[config.mk]
export PLATFORM = sky130hd
export DESIGN_NAME = core_c1_sb_arb_flat
export DESIGN_NICKNAME = d
export VERILOG_FILES = /design/src/rtl/core_c1_sb_pkg.sv /design/src/rtl/core_c1_sb_arb_if.sv /design/src/rtl/core_c1_sb_arb_path.sv /design/src/rtl/core_c1_sb_arb.sv /design/src/flat_wrapper.sv
export SDC_FILE = /design/constraint.sdc
export NUM_CORES = 1
export LEC_CHECK = 0
export ABC_AREA = 1
export BUFFER_PORTS_ARGS = -buffer_cell sky130_fd_sc_hd__clkbuf_2
export CAP_MARGIN = 20
export CORE_AREA = 4 4 162 164
export CTS_BUF_LIST = sky130_fd_sc_hd__clkbuf_16
export CTS_CLUSTER_SIZE = 16
export DETAILED_ROUTE_END_ITERATION = 8
export DIE_AREA = 0 0 166 168
export REMOVE_ABC_BUFFERS = 1
export SYNTH_ARGS = -nofsm -noshare
export SYNTH_HDL_FRONTEND = slang
export SYNTH_SLANG_ARGS = --single-unit
[constraint.sdc]
create_clock -name clk -period 4.5 [get_ports clk]
set_clock_uncertainty 0.2 [all_clocks]
set_input_delay 0.9 -clock clk [delete_from_list [all_inputs] [get_ports clk]]
set_output_delay 0.9 -clock clk [all_outputs]
set_load 0.01 [all_outputs]
[src/rtl/core_c1_sb_pkg.sv]
// Shared definitions for the core_c1 system-bus arbiter.
// Holds width defaults, path FSM state encoding and owner encoding.
package core_c1_sb_pkg;

    localparam int SB_AW = 32;
    localparam int SB_DW = 32;

    typedef enum logic {
        ARB_IDLE = 1'b0,
        ARB_WAIT = 1'b1
    } arb_state_t;

    localparam logic OWN_M0 = 1'b0;
    localparam logic OWN_M1 = 1'b1;

endpackage

[src/rtl/core_c1_sb_arb_if.sv]
// One sb link (read ar/r + write w/b); master drives requests, slave responses.
// Ports: ar/r and w/b channel signals, see modports below.
interface core_c1_sb_arb_if
    import core_c1_sb_pkg::*;
#(
    parameter int AW = SB_AW,
    parameter int DW = SB_DW
);
    logic            sb_arvalid;
    logic            sb_arready;
    logic [AW-1:0]   sb_araddr;
    logic            sb_rvalid;
    logic            sb_rready;
    logic [DW-1:0]   sb_rdata;
    logic            sb_wvalid;
    logic            sb_wready;
    logic [AW-1:0]   sb_waddr;
    logic [DW-1:0]   sb_wdata;
    logic [DW/8-1:0] sb_wstrb;
    logic            sb_bvalid;
    logic            sb_bready;
    logic            sb_bresp;

    modport master (
        output sb_arvalid, sb_araddr, sb_rready,
        output sb_wvalid, sb_waddr, sb_wdata, sb_wstrb, sb_bready,
        input  sb_arready, sb_rvalid, sb_rdata,
        input  sb_wready, sb_bvalid, sb_bresp
    );

    modport slave (
        input  sb_arvalid, sb_araddr, sb_rready,
        input  sb_wvalid, sb_waddr, sb_wdata, sb_wstrb, sb_bready,
        output sb_arready, sb_rvalid, sb_rdata,
        output sb_wready, sb_bvalid, sb_bresp
    );

endinterface

[src/rtl/core_c1_sb_arb_path.sv]
// One arbitrated path (request + response), one outstanding transaction.
// Ports: req_* from two masters, s_* to slave, rsp_* response routing, owner.
// Optional macro SB_ARB_RR_EN: round-robin pointer instead of m1 priority.
module core_c1_sb_arb_path
    import core_c1_sb_pkg::*;
#(
    parameter int PW = SB_AW
) (
    input  logic          clk,
    input  logic          rst,
    input  logic [1:0]    req_valid,
    input  logic [PW-1:0] req_pay0,
    input  logic [PW-1:0] req_pay1,
    output logic [1:0]    req_ready,
    output logic          s_valid,
    output logic [PW-1:0] s_pay,
    input  logic          s_ready,
    input  logic          rsp_valid_s,
    output logic          rsp_ready_s,
    output logic [1:0]    rsp_valid,
    input  logic [1:0]    rsp_ready,
    output logic [1:0]    rsp_sel,
    output logic          owner
);

    arb_state_t state, state_n;
    logic owner_n;
    logic locked, locked_n;
    logic lock_own, lock_own_n;
    logic grant, prio;
    logic addr_hs, rsp_hs;

`ifdef SB_ARB_RR_EN
    logic ptr;

    // Favour the master that lost the last address handshake.
    always_ff @(posedge clk or posedge rst) begin
        if (rst)
            ptr <= OWN_M1;
        else if (addr_hs)
            ptr <= ~grant;
    end

    assign prio = ptr;
`else
    assign prio = OWN_M1;
`endif

    // A presented-but-stalled request keeps its grant until it completes
    // or its master withdraws valid.
    always_comb begin
        grant = OWN_M0;
        if (locked)
            grant = lock_own;
        else if (&req_valid)
            grant = prio;
        else if (req_valid[1])
            grant = OWN_M1;
    end

    assign addr_hs = s_valid & s_ready;
    assign rsp_hs  = rsp_valid_s & rsp_ready_s;

    always_ff @(posedge clk or posedge rst) begin
        if (rst) begin
            state    <= ARB_IDLE;
            owner    <= OWN_M0;
            locked   <= 1'b0;
            lock_own <= OWN_M0;
        end else begin
            state    <= state_n;
            owner    <= owner_n;
            locked   <= locked_n;
            lock_own <= lock_own_n;
        end
    end

    always_comb begin
        state_n    = state;
        owner_n    = owner;
        locked_n   = 1'b0;
        lock_own_n = lock_own;
        unique case (state)
            ARB_IDLE: begin
                locked_n   = s_valid & ~s_ready;
                lock_own_n = grant;
                if (addr_hs) begin
                    state_n = ARB_WAIT;
                    owner_n = grant;
                end
            end
            ARB_WAIT: begin
                if (rsp_hs)
                    state_n = ARB_IDLE;
            end
        endcase
    end

    always_comb begin
        s_valid     = 1'b0;
        s_pay       = '0;
        req_ready   = 2'b00;
        rsp_sel     = 2'b00;
        rsp_ready_s = 1'b0;
        unique case (state)
            ARB_IDLE: begin
                s_valid = req_valid[grant];
                if (s_valid)
                    s_pay = grant ? req_pay1 : req_pay0;
                req_ready[grant] = s_ready & req_valid[grant];
                // Stray responses are drained, never forwarded.
                rsp_ready_s = rsp_valid_s;
            end
            ARB_WAIT: begin
                rsp_sel[owner] = 1'b1;
                rsp_ready_s    = rsp_ready[owner];
            end
        endcase
    end

    assign rsp_valid = rsp_sel & {2{rsp_valid_s}};

endmodule

[src/rtl/core_c1_sb_arb.sv]
// Two-master to one-slave sb arbiter; read and write paths arbitrated apart.
// Ports: clk, rst, m0/m1 (slave modports), s (master modport), rd/wr_owner.
// Optional macro SB_ARB_RR_EN selects round-robin arbitration.
module core_c1_sb_arb
    import core_c1_sb_pkg::*;
#(
    parameter int AW = SB_AW,
    parameter int DW = SB_DW
) (
    input  logic                   clk,
    input  logic                   rst,
    core_c1_sb_arb_if.slave        m0,
    core_c1_sb_arb_if.slave        m1,
    core_c1_sb_arb_if.master       s,
    output logic                   rd_owner,
    output logic                   wr_owner
);

    localparam int WPW = AW + DW + DW / 8;

    logic [1:0]     ar_ready, r_valid, r_sel;
    logic [1:0]     w_ready, b_valid, b_sel;
    logic [WPW-1:0] w_pay;

    core_c1_sb_arb_path #(.PW(AW)) u_rd (
        .clk         (clk),
        .rst         (rst),
        .req_valid   ({m1.sb_arvalid, m0.sb_arvalid}),
        .req_pay0    (m0.sb_araddr),
        .req_pay1    (m1.sb_araddr),
        .req_ready   (ar_ready),
        .s_valid     (s.sb_arvalid),
        .s_pay       (s.sb_araddr),
        .s_ready     (s.sb_arready),
        .rsp_valid_s (s.sb_rvalid),
        .rsp_ready_s (s.sb_rready),
        .rsp_valid   (r_valid),
        .rsp_ready   ({m1.sb_rready, m0.sb_rready}),
        .rsp_sel     (r_sel),
        .owner       (rd_owner)
    );

    core_c1_sb_arb_path #(.PW(WPW)) u_wr (
        .clk         (clk),
        .rst         (rst),
        .req_valid   ({m1.sb_wvalid, m0.sb_wvalid}),
        .req_pay0    ({m0.sb_waddr, m0.sb_wdata, m0.sb_wstrb}),
        .req_pay1    ({m1.sb_waddr, m1.sb_wdata, m1.sb_wstrb}),
        .req_ready   (w_ready),
        .s_valid     (s.sb_wvalid),
        .s_pay       (w_pay),
        .s_ready     (s.sb_wready),
        .rsp_valid_s (s.sb_bvalid),
        .rsp_ready_s (s.sb_bready),
        .rsp_valid   (b_valid),
        .rsp_ready   ({m1.sb_bready, m0.sb_bready}),
        .rsp_sel     (b_sel),
        .owner       (wr_owner)
    );

    assign {s.sb_waddr, s.sb_wdata, s.sb_wstrb} = w_pay;

    assign m0.sb_arready = ar_ready[0];
    assign m1.sb_arready = ar_ready[1];
    assign m0.sb_rvalid  = r_valid[0];
    assign m1.sb_rvalid  = r_valid[1];
    assign m0.sb_rdata   = r_sel[0] ? s.sb_rdata : '0;
    assign m1.sb_rdata   = r_sel[1] ? s.sb_rdata : '0;

    assign m0.sb_wready  = w_ready[0];
    assign m1.sb_wready  = w_ready[1];
    assign m0.sb_bvalid  = b_valid[0];
    assign m1.sb_bvalid  = b_valid[1];
    assign m0.sb_bresp   = b_sel[0] & s.sb_bresp;
    assign m1.sb_bresp   = b_sel[1] & s.sb_bresp;

endmodule

[src/flat_wrapper.sv]
// flat-port wrapper written by rule: the top's interface ports become plain ports
module core_c1_sb_arb_flat import core_c1_sb_pkg::*;
#(
    parameter int AW = SB_AW,
    parameter int DW = SB_DW
)
  (clk, rst, rd_owner, wr_owner, m0_sb_arvalid, m0_sb_araddr, m0_sb_rready, m0_sb_wvalid, m0_sb_waddr, m0_sb_wdata, m0_sb_wstrb, m0_sb_bready, m0_sb_arready, m0_sb_rvalid, m0_sb_rdata, m0_sb_wready, m0_sb_bvalid, m0_sb_bresp, m1_sb_arvalid, m1_sb_araddr, m1_sb_rready, m1_sb_wvalid, m1_sb_waddr, m1_sb_wdata, m1_sb_wstrb, m1_sb_bready, m1_sb_arready, m1_sb_rvalid, m1_sb_rdata, m1_sb_wready, m1_sb_bvalid, m1_sb_bresp, s_sb_arvalid, s_sb_araddr, s_sb_rready, s_sb_wvalid, s_sb_waddr, s_sb_wdata, s_sb_wstrb, s_sb_bready, s_sb_arready, s_sb_rvalid, s_sb_rdata, s_sb_wready, s_sb_bvalid, s_sb_bresp);
  core_c1_sb_arb_if #(.AW(AW), .DW(DW)) m0_i ();
  core_c1_sb_arb_if #(.AW(AW), .DW(DW)) m1_i ();
  core_c1_sb_arb_if #(.AW(AW), .DW(DW)) s_i ();
  input  logic clk;
  input  logic rst;
  output logic rd_owner;
  output logic wr_owner;
  input wire logic [$bits(m0_i.sb_arvalid)-1:0] m0_sb_arvalid;
  input wire logic [$bits(m0_i.sb_araddr)-1:0] m0_sb_araddr;
  input wire logic [$bits(m0_i.sb_rready)-1:0] m0_sb_rready;
  input wire logic [$bits(m0_i.sb_wvalid)-1:0] m0_sb_wvalid;
  input wire logic [$bits(m0_i.sb_waddr)-1:0] m0_sb_waddr;
  input wire logic [$bits(m0_i.sb_wdata)-1:0] m0_sb_wdata;
  input wire logic [$bits(m0_i.sb_wstrb)-1:0] m0_sb_wstrb;
  input wire logic [$bits(m0_i.sb_bready)-1:0] m0_sb_bready;
  output wire logic [$bits(m0_i.sb_arready)-1:0] m0_sb_arready;
  output wire logic [$bits(m0_i.sb_rvalid)-1:0] m0_sb_rvalid;
  output wire logic [$bits(m0_i.sb_rdata)-1:0] m0_sb_rdata;
  output wire logic [$bits(m0_i.sb_wready)-1:0] m0_sb_wready;
  output wire logic [$bits(m0_i.sb_bvalid)-1:0] m0_sb_bvalid;
  output wire logic [$bits(m0_i.sb_bresp)-1:0] m0_sb_bresp;
  input wire logic [$bits(m1_i.sb_arvalid)-1:0] m1_sb_arvalid;
  input wire logic [$bits(m1_i.sb_araddr)-1:0] m1_sb_araddr;
  input wire logic [$bits(m1_i.sb_rready)-1:0] m1_sb_rready;
  input wire logic [$bits(m1_i.sb_wvalid)-1:0] m1_sb_wvalid;
  input wire logic [$bits(m1_i.sb_waddr)-1:0] m1_sb_waddr;
  input wire logic [$bits(m1_i.sb_wdata)-1:0] m1_sb_wdata;
  input wire logic [$bits(m1_i.sb_wstrb)-1:0] m1_sb_wstrb;
  input wire logic [$bits(m1_i.sb_bready)-1:0] m1_sb_bready;
  output wire logic [$bits(m1_i.sb_arready)-1:0] m1_sb_arready;
  output wire logic [$bits(m1_i.sb_rvalid)-1:0] m1_sb_rvalid;
  output wire logic [$bits(m1_i.sb_rdata)-1:0] m1_sb_rdata;
  output wire logic [$bits(m1_i.sb_wready)-1:0] m1_sb_wready;
  output wire logic [$bits(m1_i.sb_bvalid)-1:0] m1_sb_bvalid;
  output wire logic [$bits(m1_i.sb_bresp)-1:0] m1_sb_bresp;
  output wire logic [$bits(s_i.sb_arvalid)-1:0] s_sb_arvalid;
  output wire logic [$bits(s_i.sb_araddr)-1:0] s_sb_araddr;
  output wire logic [$bits(s_i.sb_rready)-1:0] s_sb_rready;
  output wire logic [$bits(s_i.sb_wvalid)-1:0] s_sb_wvalid;
  output wire logic [$bits(s_i.sb_waddr)-1:0] s_sb_waddr;
  output wire logic [$bits(s_i.sb_wdata)-1:0] s_sb_wdata;
  output wire logic [$bits(s_i.sb_wstrb)-1:0] s_sb_wstrb;
  output wire logic [$bits(s_i.sb_bready)-1:0] s_sb_bready;
  input wire logic [$bits(s_i.sb_arready)-1:0] s_sb_arready;
  input wire logic [$bits(s_i.sb_rvalid)-1:0] s_sb_rvalid;
  input wire logic [$bits(s_i.sb_rdata)-1:0] s_sb_rdata;
  input wire logic [$bits(s_i.sb_wready)-1:0] s_sb_wready;
  input wire logic [$bits(s_i.sb_bvalid)-1:0] s_sb_bvalid;
  input wire logic [$bits(s_i.sb_bresp)-1:0] s_sb_bresp;
  assign m0_i.sb_arvalid = m0_sb_arvalid;
  assign m0_i.sb_araddr = m0_sb_araddr;
  assign m0_i.sb_rready = m0_sb_rready;
  assign m0_i.sb_wvalid = m0_sb_wvalid;
  assign m0_i.sb_waddr = m0_sb_waddr;
  assign m0_i.sb_wdata = m0_sb_wdata;
  assign m0_i.sb_wstrb = m0_sb_wstrb;
  assign m0_i.sb_bready = m0_sb_bready;
  assign m0_sb_arready = m0_i.sb_arready;
  assign m0_sb_rvalid = m0_i.sb_rvalid;
  assign m0_sb_rdata = m0_i.sb_rdata;
  assign m0_sb_wready = m0_i.sb_wready;
  assign m0_sb_bvalid = m0_i.sb_bvalid;
  assign m0_sb_bresp = m0_i.sb_bresp;
  assign m1_i.sb_arvalid = m1_sb_arvalid;
  assign m1_i.sb_araddr = m1_sb_araddr;
  assign m1_i.sb_rready = m1_sb_rready;
  assign m1_i.sb_wvalid = m1_sb_wvalid;
  assign m1_i.sb_waddr = m1_sb_waddr;
  assign m1_i.sb_wdata = m1_sb_wdata;
  assign m1_i.sb_wstrb = m1_sb_wstrb;
  assign m1_i.sb_bready = m1_sb_bready;
  assign m1_sb_arready = m1_i.sb_arready;
  assign m1_sb_rvalid = m1_i.sb_rvalid;
  assign m1_sb_rdata = m1_i.sb_rdata;
  assign m1_sb_wready = m1_i.sb_wready;
  assign m1_sb_bvalid = m1_i.sb_bvalid;
  assign m1_sb_bresp = m1_i.sb_bresp;
  assign s_sb_arvalid = s_i.sb_arvalid;
  assign s_sb_araddr = s_i.sb_araddr;
  assign s_sb_rready = s_i.sb_rready;
  assign s_sb_wvalid = s_i.sb_wvalid;
  assign s_sb_waddr = s_i.sb_waddr;
  assign s_sb_wdata = s_i.sb_wdata;
  assign s_sb_wstrb = s_i.sb_wstrb;
  assign s_sb_bready = s_i.sb_bready;
  assign s_i.sb_arready = s_sb_arready;
  assign s_i.sb_rvalid = s_sb_rvalid;
  assign s_i.sb_rdata = s_sb_rdata;
  assign s_i.sb_wready = s_sb_wready;
  assign s_i.sb_bvalid = s_sb_bvalid;
  assign s_i.sb_bresp = s_sb_bresp;
  core_c1_sb_arb #(.AW(AW), .DW(DW)) u_core (.clk(clk), .rst(rst), .m0(m0_i), .m1(m1_i), .s(s_i), .rd_owner(rd_owner), .wr_owner(wr_owner));
endmodule
# == Yosys cells after proc, flatten, opt, wreduce, memory -nomap -nowiden ==
# Cells that the tools add are included.
# totals
register_bits,8
wordCells,88
out_inout_bits,180
in_bits,247
# op_classes
muxes,46
reduce_logical,8
n_bitwise,18
order_cmp,8
# ops
operator,n
2-to-1 mux 68 bit,3
2-to-1 mux 32 bit,5
2-to-1 mux 1 bit,26
AND 1 bit,10
AND 2 bit,4
"less-than comparator 1 x 2 -> 1 bit, second input constant",4
2-to-1 mux 2 bit,4
case mux 1 bit (2 select lines),4
AND reduction 2 bit,4
demux 1 bit (select 1 bit),4
">= comparator 1 bit, second input constant",4
logical AND 1 bit,4
inverter 1 bit,4

# == Depth between registers and ports, before layout ==
# depth
depth_word,9
ltp_mapped,8
mapped_depth_nobuf,6

# == Hierarchy ==
# From an unflattened synthesis, not the netlist that was laid out.
# hier_totals
hier_cells,546
hier_area_um2,2723.9
# by_module_without_submodules
mod,cells_each,area_each_um2,seq_area_each_um2,instances
core_c1_sb_arb_path (u_core.u_wr),264,1368.8,100.1,1
core_c1_sb_arb_path (u_core.u_rd),144,792.0,100.1,1
core_c1_sb_arb,138,563.0,0.0,1

# == Worst setup path after synthesis ==
# Ideal clock, no wire load.
# synth_timing
path_kind,input port to output port
from,in m1_sb_arvalid
to,out s_sb_araddr[10]
stages,6
required_time_ps,3400
path_slack_ps,1802
t_arrival_ps,1598
n_path_buf,1
cell_sequence,nand2_1 > nand2_2 > inv_2 > buf_2 > nand2_1 > a21oi_1
# synth_via
elab_chain_cells,7
word_cells_on_any_way,9
classes_between,mux: 8; reduce/logical: 1
# synth_rtl
element,line_no,rtl
start: declaration,flat_wrapper.sv:29,input wire logic [$bits(m1_i.sb_arvalid)-1:0] m1_sb_arvalid;
2-to-1 mux 1 bit or AND reduction 2 bit (tied branches),"core_c1_sb_arb_path.sv:57, core_c1_sb_arb_path.sv:55",
2-to-1 mux 1 bit,core_c1_sb_arb_path.sv:55,else if (&req_valid)
2-to-1 mux 1 bit,core_c1_sb_arb_path.sv:53,if (locked)
2-to-1 mux 1 bit (implied by the code) (2 in series),core_c1_sb_arb_path.sv:107,s_valid = req_valid[grant];
2-to-1 mux 32 bit (*),core_c1_sb_arb_path.sv:108,if (s_valid)
2-to-1 mux 32 bit (*),core_c1_sb_arb_path.sv:105,unique case (state)
end: declaration,flat_wrapper.sv:44,output wire logic [$bits(s_i.sb_araddr)-1:0] s_sb_araddr;
# Every way passes the cells marked *; elsewhere a longest branch is shown, timed or not. The select of a mux whose other input is x is not followed.

# == Final worst setup path ==
# layout_timing
from,in m1_sb_wvalid
to,out s_sb_wdata[23]
# layout_via
elab_chain_cells,7
word_cells_on_any_way,9
classes_between,mux: 8; reduce/logical: 1
# layout_rtl
element,line_no,rtl
start: declaration,flat_wrapper.sv:32,input wire logic [$bits(m1_i.sb_wvalid)-1:0] m1_sb_wvalid;
2-to-1 mux 1 bit or AND reduction 2 bit (tied branches),"core_c1_sb_arb_path.sv:57, core_c1_sb_arb_path.sv:55",
2-to-1 mux 1 bit,core_c1_sb_arb_path.sv:55,
2-to-1 mux 1 bit,core_c1_sb_arb_path.sv:53,
2-to-1 mux 1 bit (implied by the code) (2 in series),core_c1_sb_arb_path.sv:107,
2-to-1 mux 68 bit (*),core_c1_sb_arb_path.sv:108,
2-to-1 mux 68 bit (*),core_c1_sb_arb_path.sv:105,
end: declaration,flat_wrapper.sv:48,output wire logic [$bits(s_i.sb_wdata)-1:0] s_sb_wdata;
# Marked as above.

==> impl_metrics.tcl <==
set metrics [dict create \
    cts_setup_buffers 0 \
    path_max_fanout 46 \
    cts-resized-gates 0 \
    ir_drop_v 0.0003147 \
    core_area_um2 24890 \
    die-area_um2 27890 \
    antenna_found_initial 2 \
    hold_violations 0 \
    num_io_pins 427 \
    ant_nets 0 \
    pre_cts_ws_ps 914.5 \
    rsz0062_at_grt "false" \
    crit_required_ps 3400 \
    final_cell_area_um2 4786 \
    drv_cap 0 \
    drt_iter0_markers 131 \
    cts_tree "done" \
    start_kind "primary input" \
    ff_latch_area_um2 200.2 \
    path_clk_slew_ps 40 \
    rows 58 \
    cts.sinks 8 \
    p_total_mw 1.963 \
    setup_viol 0 \
    synth.distinct_cells 18 \
    fin_ws_ps 921.8 \
    finalSetupTns_ps 0 \
    yosysWarningCount 0 \
    multiInputGateArea_um2 1734 \
    wl_per_cell_um 13.15 \
    cts_buffer_depth 2 \
    grt_pass1_vias 4606 \
    first_pass_iters 4 \
    combPwrFrac_pct 84.9 \
    grt_usage_pct 10.58 \
    die_w_um 166 \
    status "complete, no violations" \
    clock_latency_ps 230 \
    gp_congestion 0.8871 \
    internal-power_mw 0.8032 \
    hold_class "register to register" \
    cts_root_buf "clkbuf_16" \
    power_frac_seq_pct 7.4 \
    arrival_ps 2480 \
    grt_pass1_wl_um 24360 \
    swShare_pct 59.08 \
    slew_headroom_pct 39.71 \
    drive_gt1_share_pct 49.01 \
    initial_core_util_pct 9.264 \
    crit_path_end_kind "primary output" \
    layout.nets 1155 \
    placed_area_um2 4706 \
    cts.hold.buffers_added 0 \
    yosysSeqAreaShare_pct 8.681 \
    htreeDepth 1 \
    fin_crit_sh_pct 79.51 \
    grt_max_degree 71 \
    drv_slew 0 \
    switchingPower_mw 1.160 \
    postSynthAreaPerCell_um2 4.539 \
    fmax_mhz 279.5 \
    worst_slew_pin_slew_ps 904.4 \
    routed_wl_um 16280 \
    syn2layout_area_growth_pct 107.5 \
    synth_cells 508 \
    die_h_um 168 \
    dp_hpwl_um 14640 \
    ys_ff_latch 8 \
    num-fill-cells 2925 \
    synthesis.area_um2 2306 \
    cts_buffers 3 \
    clockPowerShare_pct 7.7 \
    powerDensity_nw_per_um2 410.2 \
    period_minus_slack_ps 3578 \
    whs_ps 297.7 \
    avgViaCountPerCell 3.745 \
    port_buffers 426 \
    critical_path_class "primary input to primary output" \
    drc 0 \
    p_leak_nw 3.099 \
    grt_overflow 0 \
    vias 4636 \
]
[Yosys cell counts]
library cell  count  area [um2]
nand2_4           1       11.26
dfrtp_1           8       200.2
o21ai_1           1       5.000
a21oi_1         102       510.5
buf_2            28       140.1
mux2i_1           2       20.02
nor2_2            2       12.51
inv_2             1       3.750
inv_1            48       180.2
nand2_2           4       25.02
nand2_1         217       814.5
clkbuf_1          6       22.52
o21ai_0           3       15.01
nand3_1           4       20.02
nand4_1           2       12.51
clkinv_2          1       5.000
nor2_1           76       285.3
buf_6             2       22.52
[metrics by stage]
step	instances	utilization, %
6_report	1238	19.23
3_3_place_gp	1233	18.91
4_1_cts	1236	19.21
3_5_place_dp	1233	18.91
5_1_grt	1238	19.23
2_1_floorplan	472	-
[critical path: stages]
cell and delay (ps):
clkbuf_2 90, nand2_2 90, nand3_1 120, nand2_2 620, buf_4 390, a21oi_1 80
clkbuf_2 140
[cell families (layout without fill, tap and decap cells)]
logic type,after synthesis,in the layout,synth area share (%)
other,0,2,0
AND/OR/NAND/NOR,306,306,51.22
buffers and inverters,86,484,16.22
flip-flops,8,8,8.681
multiplexers,2,2,0.8682
AO/OA/AOI/OAI,106,106,23.01
[placed cells by master (no fill, tap or decap), types with 2 or more instances in the layout]
cell and instances:
a21oi_1 102, buf_4 5, clkbuf_16 3, clkbuf_2 426, dfrtp_1 8, diode_2 2
inv_1 48, mux2i_1 2, nand2_1 216, nand2_2 5, nand3_1 4, nand4_1 2
nor2_1 76, nor2_2 2, o21ai_0 3
[power by group through the flow]
stage	clock network, mW	logic [mW]	registers, mW
6_report	0.152	1.67	0.145
5_1_grt	0.160	1.86	0.151
4_1_cts	0.157	1.70	0.146
3_5_place_dp	0	1.69	0.146
3_3_place_gp	0	1.69	0.146
2_1_floorplan	0	0.888	0.137
[layer usage]
metal  routed length [um]  global-route usage (%)
met3                 1450                   2.418
met4                  408                   2.869
met5                    0                       0
met2                 8244                   19.80
met1                 6174                   12.06
[path summary, 6_finish.rpt]
check                                startpoint              endpoint  slack (ps)  depth (start not counted)
max                                m1_sb_wvalid        s_sb_wdata[23]         920                          7
min                        u_core.u_rd.lock_own  u_core.u_rd.lock_own         300                          2
max reg2reg                  u_core.u_wr.locked  u_core.u_wr.lock_own        2590                          5
min reg2reg                u_core.u_rd.lock_own  u_core.u_rd.lock_own         300                          2
max in group asynchronous                   rst     u_core.u_rd.owner        3400                          2
min in group asynchronous                   rst     u_core.u_wr.state         420                          2
[registers in the layout (all words and copies together), names as in the netlist]
signal	count
u_core.u_rd.lock_own	1
u_core.u_rd.locked	1
u_core.u_rd.owner	1
u_core.u_rd.state	1
u_core.u_wr.lock_own	1
u_core.u_wr.locked	1
u_core.u_wr.owner	1
u_core.u_wr.state	1
[area by class of cell]
cell class | count | share of cell area [%]
Clock buffer | 3 | 1.569
Inverter | 50 | 3.948
Multi-Input combinational cell | 414 | 36.24
Timing Repair Buffer | 431 | 45.33
Sequential cell | 8 | 4.183
Tap cell | 330 | 8.627
Antenna cell | 2 | 0.1046
No activity file was read; power rests on OpenSTA's default activity.
